**config.mk**
```make
export PLATFORM = sky130hd
export DESIGN_NAME = ibex_ex_wb_result_buffer_flat
export DESIGN_NICKNAME = d
export VERILOG_FILES = /design/src/rtl/ibex_ex_wb_result_buffer_if.sv /design/src/rtl/ibex_ex_wb_result_buffer.sv /design/src/flat_wrapper.sv
export SDC_FILE = /design/constraint.sdc
export NUM_CORES = 1
export LEC_CHECK = 0
export BUFFER_PORTS_ARGS = -buffer_cell sky130_fd_sc_hd__buf_2
export CAP_MARGIN = 20
export CORE_MARGIN = 10
export CORE_UTILIZATION = 41
export CTS_CLUSTER_DIAMETER = 100
export CTS_CLUSTER_SIZE = 12
export DETAILED_ROUTE_END_ITERATION = 12
export SYNTH_ARGS = -nofsm -noshare
export SYNTH_HDL_FRONTEND = slang
export SYNTH_SLANG_ARGS = --single-unit
```
**constraint.sdc**
```tcl
create_clock -name clk_i -period 2.9 [get_ports clk_i]
set_input_delay 0.725 -clock clk_i [delete_from_list [all_inputs] [get_ports clk_i]]
set_output_delay 0.725 -clock clk_i [all_outputs]
set_load 0.01 [all_outputs]
```
**src/rtl/ibex_ex_wb_result_buffer_if.sv**
```systemverilog
// EX-to-writeback result buffer bus: EX push side, WB pop side and ID forwarding lookup.
interface ibex_ex_wb_result_buffer_if;
  logic             ex_valid_i;
  logic [31:0]      ex_result_i;
  logic [4:0]       ex_rd_addr_i;
  logic             ex_rf_we_i;
  logic             ex_ready_o;

  logic             wb_valid_o;
  logic             wb_ready_i;
  logic [4:0]       wb_rd_addr_o;
  logic [31:0]      wb_rf_wdata_o;
  logic             wb_rf_we_o;

  logic [1:0][4:0]  fwd_rs_addr_i;
  logic [1:0]       fwd_hit_o;
  logic [1:0][31:0] fwd_data_o;

  // Buffer side
  modport slave (
    input  ex_valid_i, ex_result_i, ex_rd_addr_i, ex_rf_we_i, wb_ready_i, fwd_rs_addr_i,
    output ex_ready_o, wb_valid_o, wb_rd_addr_o, wb_rf_wdata_o, wb_rf_we_o, fwd_hit_o, fwd_data_o
  );

  // Pipeline side (EX producer, WB consumer, ID lookup)
  modport master (
    output ex_valid_i, ex_result_i, ex_rd_addr_i, ex_rf_we_i, wb_ready_i, fwd_rs_addr_i,
    input  ex_ready_o, wb_valid_o, wb_rd_addr_o, wb_rf_wdata_o, wb_rf_we_o, fwd_hit_o, fwd_data_o
  );
endinterface

```
**src/rtl/ibex_ex_wb_result_buffer.sv**
```systemverilog
// In-order result FIFO between EX and writeback with youngest-entry forwarding to ID.
module ibex_ex_wb_result_buffer #(
  parameter int unsigned DEPTH = 2,
  parameter bit          FwdEn = 1'b1
) (
  input  logic                     clk_i,
  input  logic                     rst_ni,
  input  logic                     flush_i,
  output logic [$clog2(DEPTH):0]   count_o,
  ibex_ex_wb_result_buffer_if.slave bus
);

  localparam int unsigned PW = $clog2(DEPTH);
  localparam int unsigned CW = $clog2(DEPTH) + 1;

  typedef struct packed {
    logic [4:0]  rd;
    logic [31:0] data;
    logic        we;
  } entry_t;

  entry_t          r_mem [DEPTH];
  logic [PW-1:0]   r_wr_ptr;
  logic [PW-1:0]   r_rd_ptr;
  logic [CW-1:0]   r_count;
  logic            r_wb_valid;
  entry_t          r_wb;

  logic            w_ex_ready;
  logic            w_push;
  logic            w_pop;
  entry_t          w_new;
  logic [CW-1:0]   w_count_nxt;
  logic [CW-1:0]   w_remaining;
  logic [PW-1:0]   w_rd_ptr_nxt;
  logic [1:0]      w_fwd_hit;
  logic [1:0][31:0] w_fwd_data;
  logic [PW-1:0]   w_fwd_idx;

  // Handshakes; readiness never looks at wb_ready_i so EX timing stays independent of WB
  always_comb begin
    w_ex_ready   = (r_count != CW'(DEPTH)) & ~flush_i;
    w_push       = bus.ex_valid_i & w_ex_ready;
    w_pop        = r_wb_valid & bus.wb_ready_i;
    w_new.rd     = bus.ex_rd_addr_i;
    w_new.data   = bus.ex_result_i;
    w_new.we     = bus.ex_rf_we_i & (bus.ex_rd_addr_i != 5'd0);
    w_count_nxt  = r_count + CW'(w_push) - CW'(w_pop);
    w_remaining  = r_count - CW'(w_pop);
    w_rd_ptr_nxt = r_rd_ptr + PW'(w_pop);
  end

  // Pointers, occupancy, storage and the registered head-of-queue view
  always_ff @(posedge clk_i or negedge rst_ni) begin
    if (!rst_ni) begin
      r_wr_ptr   <= '0;
      r_rd_ptr   <= '0;
      r_count    <= '0;
      r_wb_valid <= 1'b0;
      r_wb       <= '0;
      for (int j = 0; j < int'(DEPTH); j++) begin
        r_mem[j] <= '0;
      end
    end else if (flush_i) begin
      r_wr_ptr   <= '0;
      r_rd_ptr   <= '0;
      r_count    <= '0;
      r_wb_valid <= 1'b0;
    end else begin
      if (w_push) begin
        r_mem[r_wr_ptr] <= w_new;
        r_wr_ptr        <= r_wr_ptr + PW'(1);
      end
      r_rd_ptr   <= w_rd_ptr_nxt;
      r_count    <= w_count_nxt;
      r_wb_valid <= (w_count_nxt != '0);
      // Head stays put while stalled; an empty buffer keeps showing the last head
      if (w_remaining != '0) begin
        r_wb <= r_mem[w_rd_ptr_nxt];
      end else if (w_push) begin
        r_wb <= w_new;
      end
    end
  end

  // Forwarding lookup, oldest to youngest so the youngest match wins
  always_comb begin
    w_fwd_hit  = '0;
    w_fwd_data = '0;
    w_fwd_idx  = '0;
    if (FwdEn) begin
      for (int i = 0; i < 2; i++) begin
        for (int k = 0; k < int'(DEPTH); k++) begin
          w_fwd_idx = r_rd_ptr + PW'(k);
          if ((CW'(k) < r_count) && r_mem[w_fwd_idx].we &&
              (r_mem[w_fwd_idx].rd != 5'd0) &&
              (r_mem[w_fwd_idx].rd == bus.fwd_rs_addr_i[i])) begin
            w_fwd_hit[i]  = 1'b1;
            w_fwd_data[i] = r_mem[w_fwd_idx].data;
          end
        end
      end
    end
  end

  // Output drive
  assign count_o           = r_count;
  assign bus.ex_ready_o    = w_ex_ready;
  assign bus.wb_valid_o    = r_wb_valid;
  assign bus.wb_rd_addr_o  = r_wb.rd;
  assign bus.wb_rf_wdata_o = r_wb.data;
  assign bus.wb_rf_we_o    = r_wb.we;
  assign bus.fwd_hit_o     = w_fwd_hit;
  assign bus.fwd_data_o    = w_fwd_data;

  // Structural invariants
  a_no_push_full : assert property (@(posedge clk_i) disable iff (!rst_ni)
    (r_count == CW'(DEPTH)) |-> !w_push);
  a_count_bound  : assert property (@(posedge clk_i) disable iff (!rst_ni)
    r_count <= CW'(DEPTH));
  a_wb_stable    : assert property (@(posedge clk_i) disable iff (!rst_ni)
    $past(r_wb_valid & ~bus.wb_ready_i & ~flush_i) |->
      (r_wb_valid && (r_wb == $past(r_wb))));

endmodule

```
**src/flat_wrapper.sv**
```systemverilog
// flat-port wrapper written by rule: the top's interface ports become plain ports
module ibex_ex_wb_result_buffer_flat 
#(
  parameter int unsigned DEPTH = 2,
  parameter bit          FwdEn = 1'b1
)
  (clk_i, rst_ni, flush_i, count_o, bus_ex_valid_i, bus_ex_result_i, bus_ex_rd_addr_i, bus_ex_rf_we_i, bus_wb_ready_i, bus_fwd_rs_addr_i, bus_ex_ready_o, bus_wb_valid_o, bus_wb_rd_addr_o, bus_wb_rf_wdata_o, bus_wb_rf_we_o, bus_fwd_hit_o, bus_fwd_data_o);
  ibex_ex_wb_result_buffer_if bus_i ();
  input  logic clk_i;
  input  logic rst_ni;
  input  logic flush_i;
  output logic [$clog2(DEPTH):0] count_o;
  input wire logic [$bits(bus_i.ex_valid_i)-1:0] bus_ex_valid_i;
  input wire logic [$bits(bus_i.ex_result_i)-1:0] bus_ex_result_i;
  input wire logic [$bits(bus_i.ex_rd_addr_i)-1:0] bus_ex_rd_addr_i;
  input wire logic [$bits(bus_i.ex_rf_we_i)-1:0] bus_ex_rf_we_i;
  input wire logic [$bits(bus_i.wb_ready_i)-1:0] bus_wb_ready_i;
  input wire logic [$bits(bus_i.fwd_rs_addr_i)-1:0] bus_fwd_rs_addr_i;
  output wire logic [$bits(bus_i.ex_ready_o)-1:0] bus_ex_ready_o;
  output wire logic [$bits(bus_i.wb_valid_o)-1:0] bus_wb_valid_o;
  output wire logic [$bits(bus_i.wb_rd_addr_o)-1:0] bus_wb_rd_addr_o;
  output wire logic [$bits(bus_i.wb_rf_wdata_o)-1:0] bus_wb_rf_wdata_o;
  output wire logic [$bits(bus_i.wb_rf_we_o)-1:0] bus_wb_rf_we_o;
  output wire logic [$bits(bus_i.fwd_hit_o)-1:0] bus_fwd_hit_o;
  output wire logic [$bits(bus_i.fwd_data_o)-1:0] bus_fwd_data_o;
  assign bus_i.ex_valid_i = bus_ex_valid_i;
  assign bus_i.ex_result_i = bus_ex_result_i;
  assign bus_i.ex_rd_addr_i = bus_ex_rd_addr_i;
  assign bus_i.ex_rf_we_i = bus_ex_rf_we_i;
  assign bus_i.wb_ready_i = bus_wb_ready_i;
  assign bus_i.fwd_rs_addr_i = bus_fwd_rs_addr_i;
  assign bus_ex_ready_o = bus_i.ex_ready_o;
  assign bus_wb_valid_o = bus_i.wb_valid_o;
  assign bus_wb_rd_addr_o = bus_i.wb_rd_addr_o;
  assign bus_wb_rf_wdata_o = bus_i.wb_rf_wdata_o;
  assign bus_wb_rf_we_o = bus_i.wb_rf_we_o;
  assign bus_fwd_hit_o = bus_i.fwd_hit_o;
  assign bus_fwd_data_o = bus_i.fwd_data_o;
  ibex_ex_wb_result_buffer #(.DEPTH(DEPTH), .FwdEn(FwdEn)) u_core (.clk_i(clk_i), .rst_ni(rst_ni), .flush_i(flush_i), .count_o(count_o), .bus(bus_i));
endmodule
```
Word level (Yosys, flattened, before mapping)
Index checks and enable logic that the tools add are counted.
{ "classes": {"addsub": 6, "order_cmp": 7, "n_eq_ne": 5, "muxes": 27, "n_bitwise": 9, "n_reduce_logical": 18} }
{ "ops": {"columns": ["operator", "count"], "rows": [
  ["2-to-1 mux 38 bit", 12],
  ["2-to-1 mux 32 bit", 4],
  ["bitwise mux 76 bit", 1],
  ["demux 38 bit (select 1 bit)", 1],
  ["equality test 5 bit", 4],
  ["nonzero test 5 bit", 3],
  ["logical AND 1 bit", 9],
  ["greater-or-equal comparator 2 bit, second input constant", 4],
  ["2-to-1 mux 1 bit", 8],
  ["inverter 1 -> 2 bit", 4],
  ["nonzero test 2 bit", 4],
  ["AND 1 bit", 4],
  ["less-than comparator 1 x 2 -> 1 bit, first input constant", 2],
  ["AND reduction 2 bit", 2],
  ["subtractor 2 x 1 -> 2 bit", 2],
  ["adder 1 bit, second input constant", 2],
  ["adder 2 x 1 -> 2 bit", 1],
  ["less-than comparator 2 x 1 -> 1 bit, second input constant", 1],
  ["2-to-1 mux 2 bit", 1],
  ["inequality test 2 bit, second input constant", 1],
  ["adder 1 bit", 1],
  ["inverter 1 bit", 1]
]} }
{ "word_totals": {"reg_bits": 119, "inputBits": 53, "output_inout_bits": 108, "word_cells": 85} }

Logic depth before layout (Yosys ltp)
{ "logic_depth": {"word_depth": 9, "ltp_mapped": 10, "mapped_depth_nobuf": 7} }

Worst setup path after synthesis
No wires, ideal clock.
{ "synth_timing": {"path_kind": "reg2out", "startpoint": "reg u_core.r_rd_ptr", "endpoint": "out bus_fwd_data_o[13]", "arrival_time_ns": 2.085, "required_time_ns": 2.175, "slack_ns": 0.090, "path_stages_with_launch": 11, "n_path_buf": 4, "cell_sequence": "dfrtp_1 -> buf_6 -> buf_6 -> mux2i_2 -> xor2_1 -> nand3_1 -> nor4_2 -> buf_4 -> buf_6 -> nand3_1 -> a32oi_1"} }
{ "synth_via": {"elab_chain_cells": 9, "word_cells_on_any_way": 21, "classes_between": "1 x add/sub; 2 x eq/ne; 8 x mux; 2 x bitwise; 8 x reduce/logical"} }
{ "synth_rtl": {"columns": ["element", "line_no", "rtl"], "rows": [
  ["start: declaration", "ibex_ex_wb_result_buffer.sv:24", "logic [PW-1:0] r_rd_ptr;"],
  ["start signal: assignment", "ibex_ex_wb_result_buffer.sv:74", "r_rd_ptr <= w_rd_ptr_nxt;"],
  ["adder 1 bit / inverter 1 -> 2 bit (equally long branches)", null, null],
  ["inverter 1 -> 2 bit (not written as such) / 2-to-1 mux 38 bit (equally long branches)", null, null],
  ["2-to-1 mux 38 bit (on tied branches)", "ibex_ex_wb_result_buffer.sv:95, ibex_ex_wb_result_buffer.sv:96, ibex_ex_wb_result_buffer.sv:97", null],
  ["2-to-1 mux 38 bit (on tied branches)", "ibex_ex_wb_result_buffer.sv:95, ibex_ex_wb_result_buffer.sv:99", null],
  ["2-to-1 mux 38 bit (not written as such) (tied with other cells)", "ibex_ex_wb_result_buffer.sv:95", "if ((CW'(k) < r_count) && r_mem[w_fwd_idx].we &&"],
  ["nonzero test 5 bit / logical AND 1 bit (equally long branches)", "ibex_ex_wb_result_buffer.sv:96, ibex_ex_wb_result_buffer.sv:95", null],
  ["logical AND 1 bit (on tied branches)", "ibex_ex_wb_result_buffer.sv:95, ibex_ex_wb_result_buffer.sv:96", null],
  ["logical AND 1 bit / 2-to-1 mux 32 bit (equally long branches)", "ibex_ex_wb_result_buffer.sv:96, ibex_ex_wb_result_buffer.sv:95", null],
  ["2-to-1 mux 32 bit (*)", "ibex_ex_wb_result_buffer.sv:95", null],
  ["end: declaration", "flat_wrapper.sv:25", "output wire logic [$bits(bus_i.fwd_data_o)-1:0] bus_fwd_data_o;"]
]} }
Every way passes the cells marked *; elsewhere a longest branch is shown, timed or not. The select of a mux whose other input is x is not followed.

Final worst setup path
{ "layout_timing": {"startpoint": "reg u_core.r_rd_ptr", "endpoint": "out bus_fwd_data_o[3]"} }
Same word-level chain as after synthesis.

==> out/results.tsv <==
stage	metric	value	unit
status	status	complete, but fails checks	
status	violations in the final reports	negative setup slack	
timing	fin crit share	1.23	
routing	DRC violations left	0	
grt	first-pass GRT wire length	40100	µm
clock_tree	total CTS buffers	17	
timing	Worst Tran Pin Value	0.783	ns
layout	fraction of layout cells with a size suffix above 1	0.416	
floorplan	die area	24500	µm²
timing	min Tclk post-route	3.57	ns
power	PwrDens	1010	nW/µm²
grt	largest net degree at the start of global routing	68	
grt	vias in the first global route	7253	
floorplan	width of the die	157	µm
synthesis	Mapped Area	7660	µm²
timing	fin worst setup slack	-0.666	ns
placed_design	DP Area	9030	µm²
placed_design	placed insts	1232	
routing	DR vias/cell	5.86	
routing	DRT Wirelength	26500	µm
layout	# diodes	0	
min_path	Hold Path Class	in2async	
clock_tree	H-tree lvl count	4	
critical_path	crit end category	output port	
clock_tree	clock-pin slew on the worst setup and hold paths	0.06	ns
layout	commonest non-fill, non-tap cells in the layout	buf_2 (157), nand2_1 (142), dfrtp_1 (118)	
timing	Hold Fails Final Rpt	0	
synthesis	asr flop ratio synth	1.00	
synthesis	syn nets	926	
synthesis	EDFF count, synth	0	
clock_tree	worst skew pair latency	0.43	ns
power	leakage	4.47	nW
grt	initial antenna violation count	1	
layout	Multi-input gate area	4840	µm²
synthesis	Area contributors post-synth	dfrtp_1 (39%), mux2_2 (11%), nand3_1 (8.7%)	
layout	nets	1104	
synthesis	cell taking the most area after synthesis	dfrtp_1	
critical_path	CP Max Fanout	6	
routing	vias after detailed routing	7569	
critical_path	Worst Path Arrival	2.84	ns
placed_design	Buffers on Ports	160	
grt	total global routing overflow	0	
synthesis	register area share after synthesis	0.389	
layout	FILL cells	1604	
clock_tree	TritonCTS clock tree	built	
timing	fin. max-slew vios	0	
grt	met3 Resource Use GR	0.0480	
timing	Max Clock Skew	0.00993	ns
placed_design	Placement Setup Slack	-0.299	ns
floorplan	initial core utilization	0.422	
clock_tree	Sink Count	119	
placed_design	placer's final routability congestion estimate	0.841	
grt	GRT Total Usage	0.205	
job	maxcap violations	0	
grt	GR Util met2	0.327	
grt	met1 Usage GRT	0.263	
synthesis	Top FF cell, synth	dfrtp_1	
synthesis	synth warn	0	
clock_tree	Clock Root Buffer	clkbuf_16	
clock_tree	Max clock buf depth	2	
floorplan	Die Y	157	µm
floorplan	Rows	49	
critical_path	Critical Path Source Type	flip-flop	
grt	grt peak-use layer	met2	
layout	most common cell after layout, fill and taps aside	buf_2	
floorplan	Ports	161	
timing	Fmax	0.280	GHz
synthesis	synth unique cells	34	
timing	final setup violating endpoints	66	
layout	P&R area growth vs syn	40.4	%
synthesis	Seq cells post-synth	119	
floorplan	Core ar.	18100	µm²
placed_design	DP HPWL	16400	µm
timing	max_slew headroom	0.478	
power	maximum VDD drop	535	µV
synthesis	Mean Syn Cell Area	8.79	µm²
layout	post-layout util	0.593	
routing	TritonRoute pass-1 iters	8	
critical_path	Setup CP Type	reg2out	
timing	RSZ-0062 raised after global routing	true	
layout	Final Non-Filler Cells	1291	
layout	register area	2980	µm²
critical_path	Req. time, crit path	2.17	ns
synthesis	top-area cell type share of the netlist area	0.389	
routing	drt wl/cell	20.5	µm
synthesis	Gate Count Post-Synth	871	
layout	Design Area, Final	10800	µm²
routing	Routed Antenna Nets	0	
routing	Iteration-0 DRC Markers	504	
-- stage by stage --
stage	hold WS [ns]	power [W]	setup TNS, ns
finish	0.313	0.0108	-40.63
global route	0.340	0.0116	-48.56
CTS	0.322	0.0106	-38.25
detailed placement	0.462	0.00803	-13.55
global placement	0.456	0.00794	-12.44
floorplan	0.429	0.00622	0
-- synth_stat cells (7+ instances only) --
| cell type | number |
|---|---|
| nand2_1 | 144 |
| nand3_1 | 133 |
| dfrtp_1 | 119 |
| o21ai_0 | 78 |
| mux2_2 | 75 |
| a21oi_1 | 68 |
| a32oi_1 | 64 |
| clkbuf_1 | 45 |
| mux2i_1 | 42 |
| buf_2 | 20 |
| xnor2_1 | 16 |
| buf_4 | 10 |
| xor2_1 | 7 |
-- kinds of logic after synthesis --
family,Yosys count,share of synthesized area
and+or+nand+nor,300,0.176
AOI/OAI and AO/OA,215,0.173
muxes,122,0.174
DFF,119,0.389
buffers and inverters,90,0.0582
xor gates and xnor gates,23,0.0263
adders and majority gates,2,0.00327
-- critical path: stages, from the launching register on --
cell and delay, ns:
dfrtp_4 0.54, buf_6 0.17, mux2i_2 0.18, nand3_1 0.16, o21ai_4 0.09, nor4_4 0.29, buf_4 0.20, buf_6 0.13
clkbuf_16 0.16, nand3_2 0.08, a32oi_2 0.24, buf_2 0.17
-- per-layer routing --
layer,vias up,routed length (µm)
met5,-,13
met4,2,650
met3,45,1870
met2,285,12500
met1,3682,11500
li1,3555,-
-- power by group --
part           internal, W  switching (W)
combinational      0.00229        0.00267
clock              0.00150       0.000798
sequential         0.00250        0.00105
total              0.00630        0.00452
-- path summary, 6_finish.rpt --
path / from / endpoint / slack [ns] / depth (start not counted)
worst max-delay path: u_core.r_rd_ptr$_DFF_PN0_ / bus_fwd_data_o[3] / -0.67 / 11
worst min-delay path: rst_ni / u_core.bus.wb_rf_wdata_o[6]$_DFFE_PN0P_ / 0.31 / 1
worst max register to register: u_core.r_rd_ptr$_DFF_PN0_ / u_core.bus.wb_rf_wdata_o[13]$_DFFE_PN0P_ / 0.70 / 8
worst min register to register: u_core.bus.wb_rf_wdata_o[12]$_DFFE_PN0P_ / u_core.bus.wb_rf_wdata_o[12]$_DFFE_PN0P_ / 0.47 / 2
max in group asynchronous: rst_ni / u_core.r_mem[52]$_DFFE_PN0P_ / 1.91 / 2
min in group clk_i: u_core.bus.wb_rf_wdata_o[12]$_DFFE_PN0P_ / u_core.bus.wb_rf_wdata_o[12]$_DFFE_PN0P_ / 0.47 / 2
-- sequential cells by signal (all words and copies together) (netlist names) --
| signal | flops |
|---|---|
| u_core.bus.wb_valid_o | 1 |
| u_core.r_wr_ptr | 1 |
| u_core.bus.wb_rf_we_o | 1 |
| u_core.bus.wb_rf_wdata_o | 32 |
| u_core.bus.wb_rd_addr_o | 5 |
| u_core.count_o | 2 |
| u_core.r_rd_ptr | 1 |
| u_core.r_mem | 76 |
-- what timing repair did --
item                       CTS  global route
cloned                       7             7
buffers inserted            12             2
pin swaps                   42            24
hold buffers                 0             0
gates resized for setup     60            58
setup endpoints to repair   66            66
-- cell type report --
| type | count | share of cell area |
|---|---|---|
| clock inverter | 11 | 0.0159 |
| inverter | 5 | 0.00175 |
| multi-input combinational | 662 | 0.450 |
| sequential | 119 | 0.277 |
| timing repair buffer | 244 | 0.185 |
| clock buffer | 21 | 0.0437 |
| tap | 229 | 0.0266 |
(Power assumes the default switching activity.)
